**config.mk**
```make
export PLATFORM = sky130hd
export DESIGN_NAME = seq_mult
export DESIGN_NICKNAME = d
export VERILOG_FILES = /design/src/rtl/seq_mult.sv
export SDC_FILE = /design/constraint.sdc
export NUM_CORES = 1
export LEC_CHECK = 0
export BUFFER_PORTS_ARGS = -buffer_cell sky130_fd_sc_hd__buf_2
export CORE_ASPECT_RATIO = 0.7
export CORE_MARGIN = 1
export CORE_UTILIZATION = 38
export DETAILED_ROUTE_END_ITERATION = 8
export PLACE_DENSITY_LB_ADDON = 0.25
export SLEW_MARGIN = 10
export SYNTH_ARGS = -nofsm -noshare
export SYNTH_HDL_FRONTEND = slang
export SYNTH_SLANG_ARGS = --single-unit
```
**constraint.sdc**
```tcl
create_clock -name clk -period 3.15 [get_ports clk]
set_input_delay 0.315 -clock clk [delete_from_list [all_inputs] [get_ports clk]]
set_output_delay 0.315 -clock clk [all_outputs]
set_load 0.02 [all_outputs]
```
**src/rtl/seq_mult.sv**
```systemverilog
// Sequential shift-and-add multiplier: one N-bit add per clock, product after N iterations.
// Unsigned operands, 2N-bit product held until the next completed operation.
module seq_mult #(
    parameter int N = 32
) (
    input  logic           clk,
    input  logic           rst,
    input  logic           start,
    input  logic [N-1:0]   a,
    input  logic [N-1:0]   b,
    output logic           busy,
    output logic           done,
    output logic [2*N-1:0] product
);

    localparam int CW = $clog2(N);

    typedef enum logic [1:0] {
        IDLE = 2'd0,
        RUN  = 2'd1,
        DONE = 2'd2
    } state_t;

    state_t         state;
    state_t         state_nxt;
    logic [N-1:0]   mcand;
    logic [2*N:0]   p;
    logic [CW-1:0]  count;
    logic           last_iter;
    logic [N:0]     sum;
    logic [2*N:0]   p_step;

    assign last_iter = (count == CW'(N - 1));

    // One iteration: conditional add into the upper half (carry kept in bit 2N), then shift right.
    always_comb begin
        sum    = {1'b0, p[2*N-1:N]} + {1'b0, mcand};
        p_step = (p[0] ? {sum, p[N-1:0]} : p) >> 1;
    end

    // NOTE: sequential state uses non-blocking assignments so every flop samples pre-edge values.
    always_ff @(posedge clk) begin
        if (rst) begin
            state <= IDLE;
        end else begin
            state <= state_nxt;
        end
    end

    // NOTE: defaulting state_nxt before the case keeps this block free of inferred latches.
    always_comb begin
        state_nxt = state;
        case (state)
            IDLE:    if (start) state_nxt = RUN;
            RUN:     if (last_iter) state_nxt = DONE;
            DONE:    state_nxt = IDLE;
            default: state_nxt = IDLE;
        endcase
    end

    // Outputs decode the state register only, so inputs never reach them combinationally.
    always_comb begin
        busy = (state == RUN);
        done = (state == DONE);
    end

    // NOTE: datapath registers are reset too, so an aborted operation leaves product at zero.
    always_ff @(posedge clk) begin
        if (rst) begin
            mcand   <= '0;
            p       <= '0;
            count   <= '0;
            product <= '0;
        end else begin
            case (state)
                IDLE: begin
                    if (start) begin
                        mcand <= a;
                        p     <= {{(N+1){1'b0}}, b};
                        count <= '0;
                    end
                end
                RUN: begin
                    p     <= p_step;
                    count <= count + CW'(1);
                    if (last_iter) begin
                        product <= p_step[2*N-1:0];
                    end
                end
                default: ;
            endcase
        end
    end

endmodule
```
==> results of run 1 <==
stage by stage:
| stage | area, um^2 | utilization |
|---|---|---|
| 2_1_floorplan | 8030 | - |
| 3_3_place_gp | 8930 | 0.431 |
| 3_5_place_dp | 8930 | 0.431 |
| 4_1_cts | 9550 | 0.461 |
| 5_1_grt | 9580 | 0.463 |
| 6_report | 9580 | 0.463 |
area by class of cell:
| cell class | instances | area, um^2 | area share |
|---|---|---|---|
| clock buffer | 21 | 470 | 0.0491 |
| clock inverter | 11 | 146 | 0.0153 |
| inverter | 6 | 22.5 | 0.00235 |
| multi-input combinational | 774 | 4430 | 0.462 |
| sequential | 167 | 3340 | 0.349 |
| tap | 276 | 345 | 0.0361 |
| timing repair buffer | 150 | 823 | 0.0859 |
repair_timing:
| action | in CTS | in global routing |
|---|---|---|
| hold buffers | 0 | 0 |
| resized for setup | 0 | 1 |
| buffers inserted | 0 | 4 |
| endpoints found under the setup margin | 0 | 3 |
registers in the layout, indices dropped and copies added (netlist names):
name     cells
count        5
mcand       32
p           64
product     64
state        2
Yosys cell counts (all sizes together) (12+ instances only):
master	n
a211oi	15
a21o	15
buf	15
mux2i	19
dfxtp	167
nand3	15
nand2	239
xor2	14
nor2	95
ha	34
a31oi	13
xnor2	12
o21ai	54
a21oi	128
a311oi	33
nor3	13
clkbuf	51
layer usage:
layer | GRT usage | up-vias | routed length [um]
li1 | - | 3793 | -
met1 | 0.325 | 3470 | 11900
met2 | 0.282 | 183 | 8640
met3 | 0.0400 | 17 | 1250
met4 | 0.0516 | 0 | 239
met5 | 0 | - | 0
worst max-delay path, stage by stage, from the launching register on:
cell and delay [ns]:
dfxtp_1 0.32, ha_1 0.24, fa_2 0.38, a211oi_2 0.30
o21ai_1 0.13, a311o_2 0.40, a2111oi_4 0.43, o31ai_1 0.15
xor2_1 0.15, mux2i_1 0.23, a21oi_1 0.10
worst paths after layout:
check                           slack (ns)  cells after the start          end
worst max-delay path                  0.15                     10  product[59]
worst min-delay path                  0.13                      3    mcand[26]
worst max register to register        0.15                     10  product[59]
worst min register to register        0.45                      2   product[6]
power by group through the flow:
stage	clock network, mW	logic, mW	registers [mW]
finish	2.18	0.471	2.24
global route	2.32	0.526	2.25
CTS	2.23	0.470	2.24
detailed placement	0	0.468	2.29
global placement	0	0.464	2.29
floorplan	0	0.324	2.27
cell families (layout without fill, tap and decap cells):
family	Yosys count	after routing	share of synthesized area
muxes	19	19	0.0237
DFF	167	167	0.417
and+or+nand+nor	387	387	0.195
AOI/OAI and AO/OA	307	307	0.247
xor gates and xnor gates	26	26	0.0284
buffers and inverters	72	188	0.0338
adders and majority gates	35	35	0.0555
==> results.py, run 1 <==
metrics = {
    "floorplanning": {
        "dieWidth_um": 176,
        "start_util": 0.388,
        "die_y_um": 124,
        "fp.coreArea_um2": 20700,
        "die_area_um2": 21700,
        "rows": 44,
        "ios": 133,
    },
    "job": {
        "max-cap-violations": 0,
    },
    "power": {
        "p_seq_frac": 0.458,
        "peakVddDrop_v": 0.000336,
        "combPwrFrac": 0.096,
        "intPower_mw": 3.66,
        "p_sw_frac": 0.251,
        "powerDensity_nw_per_um2": 510,
        "leakage_nw": 3.98,
        "clkPwrFrac": 0.445,
        "power.total_mw": 4.89,
        "switchingPower_mw": 1.23,
    },
    "timing": {
        "worstMarginPinSlew_ns": 0.937,
        "hold_viol": 0,
        "setup_tns_ns": 0,
        "worst_slack_ns": 0.152,
        "fin_crit_ns": 3.00,
        "holdWs_ns": 0.125,
        "post-route-period-util": 0.952,
        "fmax_mhz": 334,
        "skew_ns": 0.00969,
        "final-max-slew-violation-count": 0,
        "max_slew_margin": 0.375,
        "setup_violations": 0,
    },
    "drt": {
        "vias_per_cell": 5.31,
        "drtPass1Iterations": 6,
        "wire_per_inst_um": 15.7,
        "drcViolationCount": 0,
        "wirelength_um": 22000,
        "drt_iter0_markers": 584,
        "vias": 7463,
        "antenna_left": 0,
    },
    "synth": {
        "netlist_top_cells_area": "dfxtp_1 (42%), nand2_1 (11%), a21oi_1 (8.0%)",
        "ys_seq_area_frac": 0.417,
        "yosys_warnings": 0,
        "ys.flop_type": "dfxtp_1",
        "avgSynthCellArea_um2": 7.92,
        "netlist_area_um2": 8030,
        "async_flop_share": 0,
        "synth_seq_cells": 167,
        "synth_edf_count": 0,
        "netlist_instances": 1013,
        "yosysTopAreaCellShare": 0.417,
        "ys_types": 62,
        "syn_nets": 1115,
        "yosysTopAreaCell": "dfxtp_1",
    },
    "worst_setup_path": {
        "crit_path_start": "mcand[0]",
        "crit_arrival_ns": 3.27,
        "startpoint_type": "flop",
        "reg2reg_from": "mcand[0]",
        "cp_max_fo": 4,
        "path_class": "flop to flop",
        "worstPathRequired_ns": 3.42,
        "endpoint_kind": "flop",
    },
    "global_route": {
        "globalRouteOverflowTotal": 0,
        "grt_pass1_vias": 6652,
        "track_usage": 0.207,
        "antenna_found_initial": 0,
        "grt_max_degree": 91,
        "grt_pass1_wl_um": 35700,
    },
    "layout": {
        "layout_common_cells": "nand2_1 (237), dfxtp_1 (167), buf_2 (131)",
        "final_cell_count_no_fill": 1405,
        "final_common_cell": "nand2_1",
        "nFillCells": 2149,
        "antenna_cells": 0,
        "nets": 1218,
        "area_growth_pct": 19.4,
        "final_layout_size_suffix_gt1_frac": 0.177,
    },
    "clock_tree": {
        "worstSkewPairLatency_ns": 0.42,
        "clockBufferDepth": 2,
        "ctsRootBufferMaster": "clkbuf_16",
        "cts.sinks": 167,
        "cts_buffers": 17,
        "htree_levels": 4,
        "cts_tree": "done",
        "clk_pin_slew_ns": 0.06,
    },
    "min_path": {
        "worstHoldPathType": "input pin to flop",
        "min_from": "a[26]",
    },
    "place": {
        "gp_congestion": 0.909,
        "place_ws_ns": 0.130,
        "dpl.cell_count": 1369,
        "dp_hpwl_um": 15100,
        "portBuffers": 132,
    },
    "run_status": {
        "status": "complete, no violations",
    },
}
(Power assumes the default switching activity.)
==> run 2: changes to the inputs <==
--- a/config.mk
+++ b/config.mk
@@ -11,6 +11,7 @@
 export CORE_UTILIZATION = 38
 export DETAILED_ROUTE_END_ITERATION = 8
 export PLACE_DENSITY_LB_ADDON = 0.25
+export SETUP_SLACK_MARGIN = 0.3
 export SLEW_MARGIN = 10
 export SYNTH_ARGS = -nofsm -noshare
 export SYNTH_HDL_FRONTEND = slang
==> results.py, run 2 (synthesized netlist as in run 1, its figures left out) <==
metrics = {
    "worst_setup_path": {
        "startpoint_type": "flop",
        "path_class": "flop to flop",
        "r2r_slack_ns": 0.34,
        "crit_arrival_ns": 3.10,
        "endpoint_kind": "flop",
        "cp_max_fo": 3,
        "reg2reg_depth": 10,
        "reg2reg_from": "p[32]",
        "worstPathRequired_ns": 3.44,
        "crit_path_start": "p[32]",
        "regToRegEndpoint": "product[59]",
    },
    "drt": {
        "vias": 7535,
        "wire_per_inst_um": 15.8,
        "drcViolationCount": 0,
        "antenna_left": 0,
        "vias_per_cell": 5.34,
        "wirelength_um": 22200,
        "drt_iter0_markers": 514,
        "drtPass1Iterations": 5,
    },
    "min_path": {
        "worstHoldPathType": "input pin to flop",
        "min_to": "mcand[26]",
        "min_from": "a[26]",
        "hold_depth": 3,
    },
    "timing": {
        "skew_ns": 0.0114,
        "final-max-slew-violation-count": 0,
        "holdWs_ns": 0.117,
        "setup_tns_ns": 0,
        "worstMarginPinSlew_ns": 0.940,
        "setup_violations": 0,
        "grt_setup_unrepaired": "yes",
        "max_slew_margin": 0.373,
        "worst_slack_ns": 0.339,
        "fmax_mhz": 356,
        "hold_viol": 0,
        "fin_crit_ns": 2.81,
        "post-route-period-util": 0.892,
    },
    "floorplanning": {
        "die_area_um2": 21700,
        "rows": 44,
        "fp.coreArea_um2": 20700,
        "start_util": 0.388,
        "ios": 133,
        "dieWidth_um": 176,
        "die_y_um": 124,
    },
    "layout": {
        "final_common_cell": "nand2_1",
        "final_layout_size_suffix_gt1_frac": 0.188,
        "fin_util": 0.468,
        "final_cell_area_um2": 9680,
        "nets": 1223,
        "antenna_cells": 0,
        "final_cell_count_no_fill": 1410,
        "layout_common_cells": "nand2_1 (237), dfxtp_1 (165), buf_2 (131)",
        "area_growth_pct": 20.7,
        "biggestRegsByFlops": "p: 64 flops, product: 64 flops, mcand: 32 flops",
    },
    "place": {
        "dpl.cell_count": 1369,
        "dpl_cell_area_um2": 8930,
        "place_ws_ns": 0.130,
        "portBuffers": 132,
        "gp_congestion": 0.909,
        "dp_hpwl_um": 15100,
    },
    "power": {
        "peakVddDrop_v": 0.000336,
        "power.total_mw": 4.89,
        "leakage_nw": 4.02,
        "powerDensity_nw_per_um2": 505,
    },
    "global_route": {
        "grt_pass1_wl_um": 35800,
        "antenna_found_initial": 0,
        "globalRouteOverflowTotal": 0,
        "track_usage": 0.208,
        "grt_pass1_vias": 6702,
        "grt_max_degree": 91,
    },
    "clock_tree": {
        "clk_pin_slew_ns": 0.06,
        "clockBufferDepth": 2,
        "htree_levels": 4,
        "worstSkewPairLatency_ns": 0.43,
        "cts.sinks": 167,
        "cts_buffers": 17,
        "cts_tree": "done",
        "ctsRootBufferMaster": "clkbuf_16",
    },
    "run_status": {
        "status": "complete, no violations",
    },
    "job": {
        "max-cap-violations": 0,
    },
}
[run 2: how the worst max path moves through the flow]
| stage | to | slack (ns) |
|---|---|---|
| finish | product[59] | 0.34 |
| global route | product[59] | 0.21 |
| CTS | product[59] | 0.30 |
| detailed placement | product[59] | 0.13 |
| global placement | product[59] | 0.19 |
| floorplan | product[59] | 0.45 |
[run 2: worst max-delay path, cell delays in order (launching register included)]
cell and delay, ns:
dfxtp_2 0.34, ha_4 0.16, fa_2 0.35, a211oi_2 0.24, o21ai_1 0.12, a311o_2 0.47, a2111oi_4 0.40, o31ai_2 0.12
xor2_1 0.15, mux2i_1 0.23, a21oi_1 0.10
[run 2: routing by layer]
layer,GRT usage,wire (um),up-vias
met5,0,0,-
met2,0.285,8870,201
met1,0.324,11900,3520
met4,0.0522,233,0
li1,-,-,3799
met3,0.0409,1250,15
[run 2: what timing repair did]
| item | CTS | global route |
|---|---|---|
| pin swaps | 7 | 10 |
| gates cloned | 0 | 0 |
| endpoints found under the setup margin | 15 | 21 |
| gates resized for setup | 3 | 10 |
| setup buffers | 6 | 3 |
| hold buffers | 0 | 0 |
[run 2: final cells by class]
class | count | area [um^2]
clock buffer | 21 | 470
sequential | 167 | 3350
clock inverter | 11 | 146
fill | 2142 | 11000
timing repair buffer | 155 | 861
multi-input combinational | 774 | 4490
inverter | 6 | 22.5
tap | 276 | 345
[run 2: report_power, final]
part	internal, mW	switching (mW)	leakage (nW)
logic	0.164	0.308	2.36
clock network	1.31	0.870	0.299
registers	2.19	0.0555	1.36
total	3.66	1.23	4.02
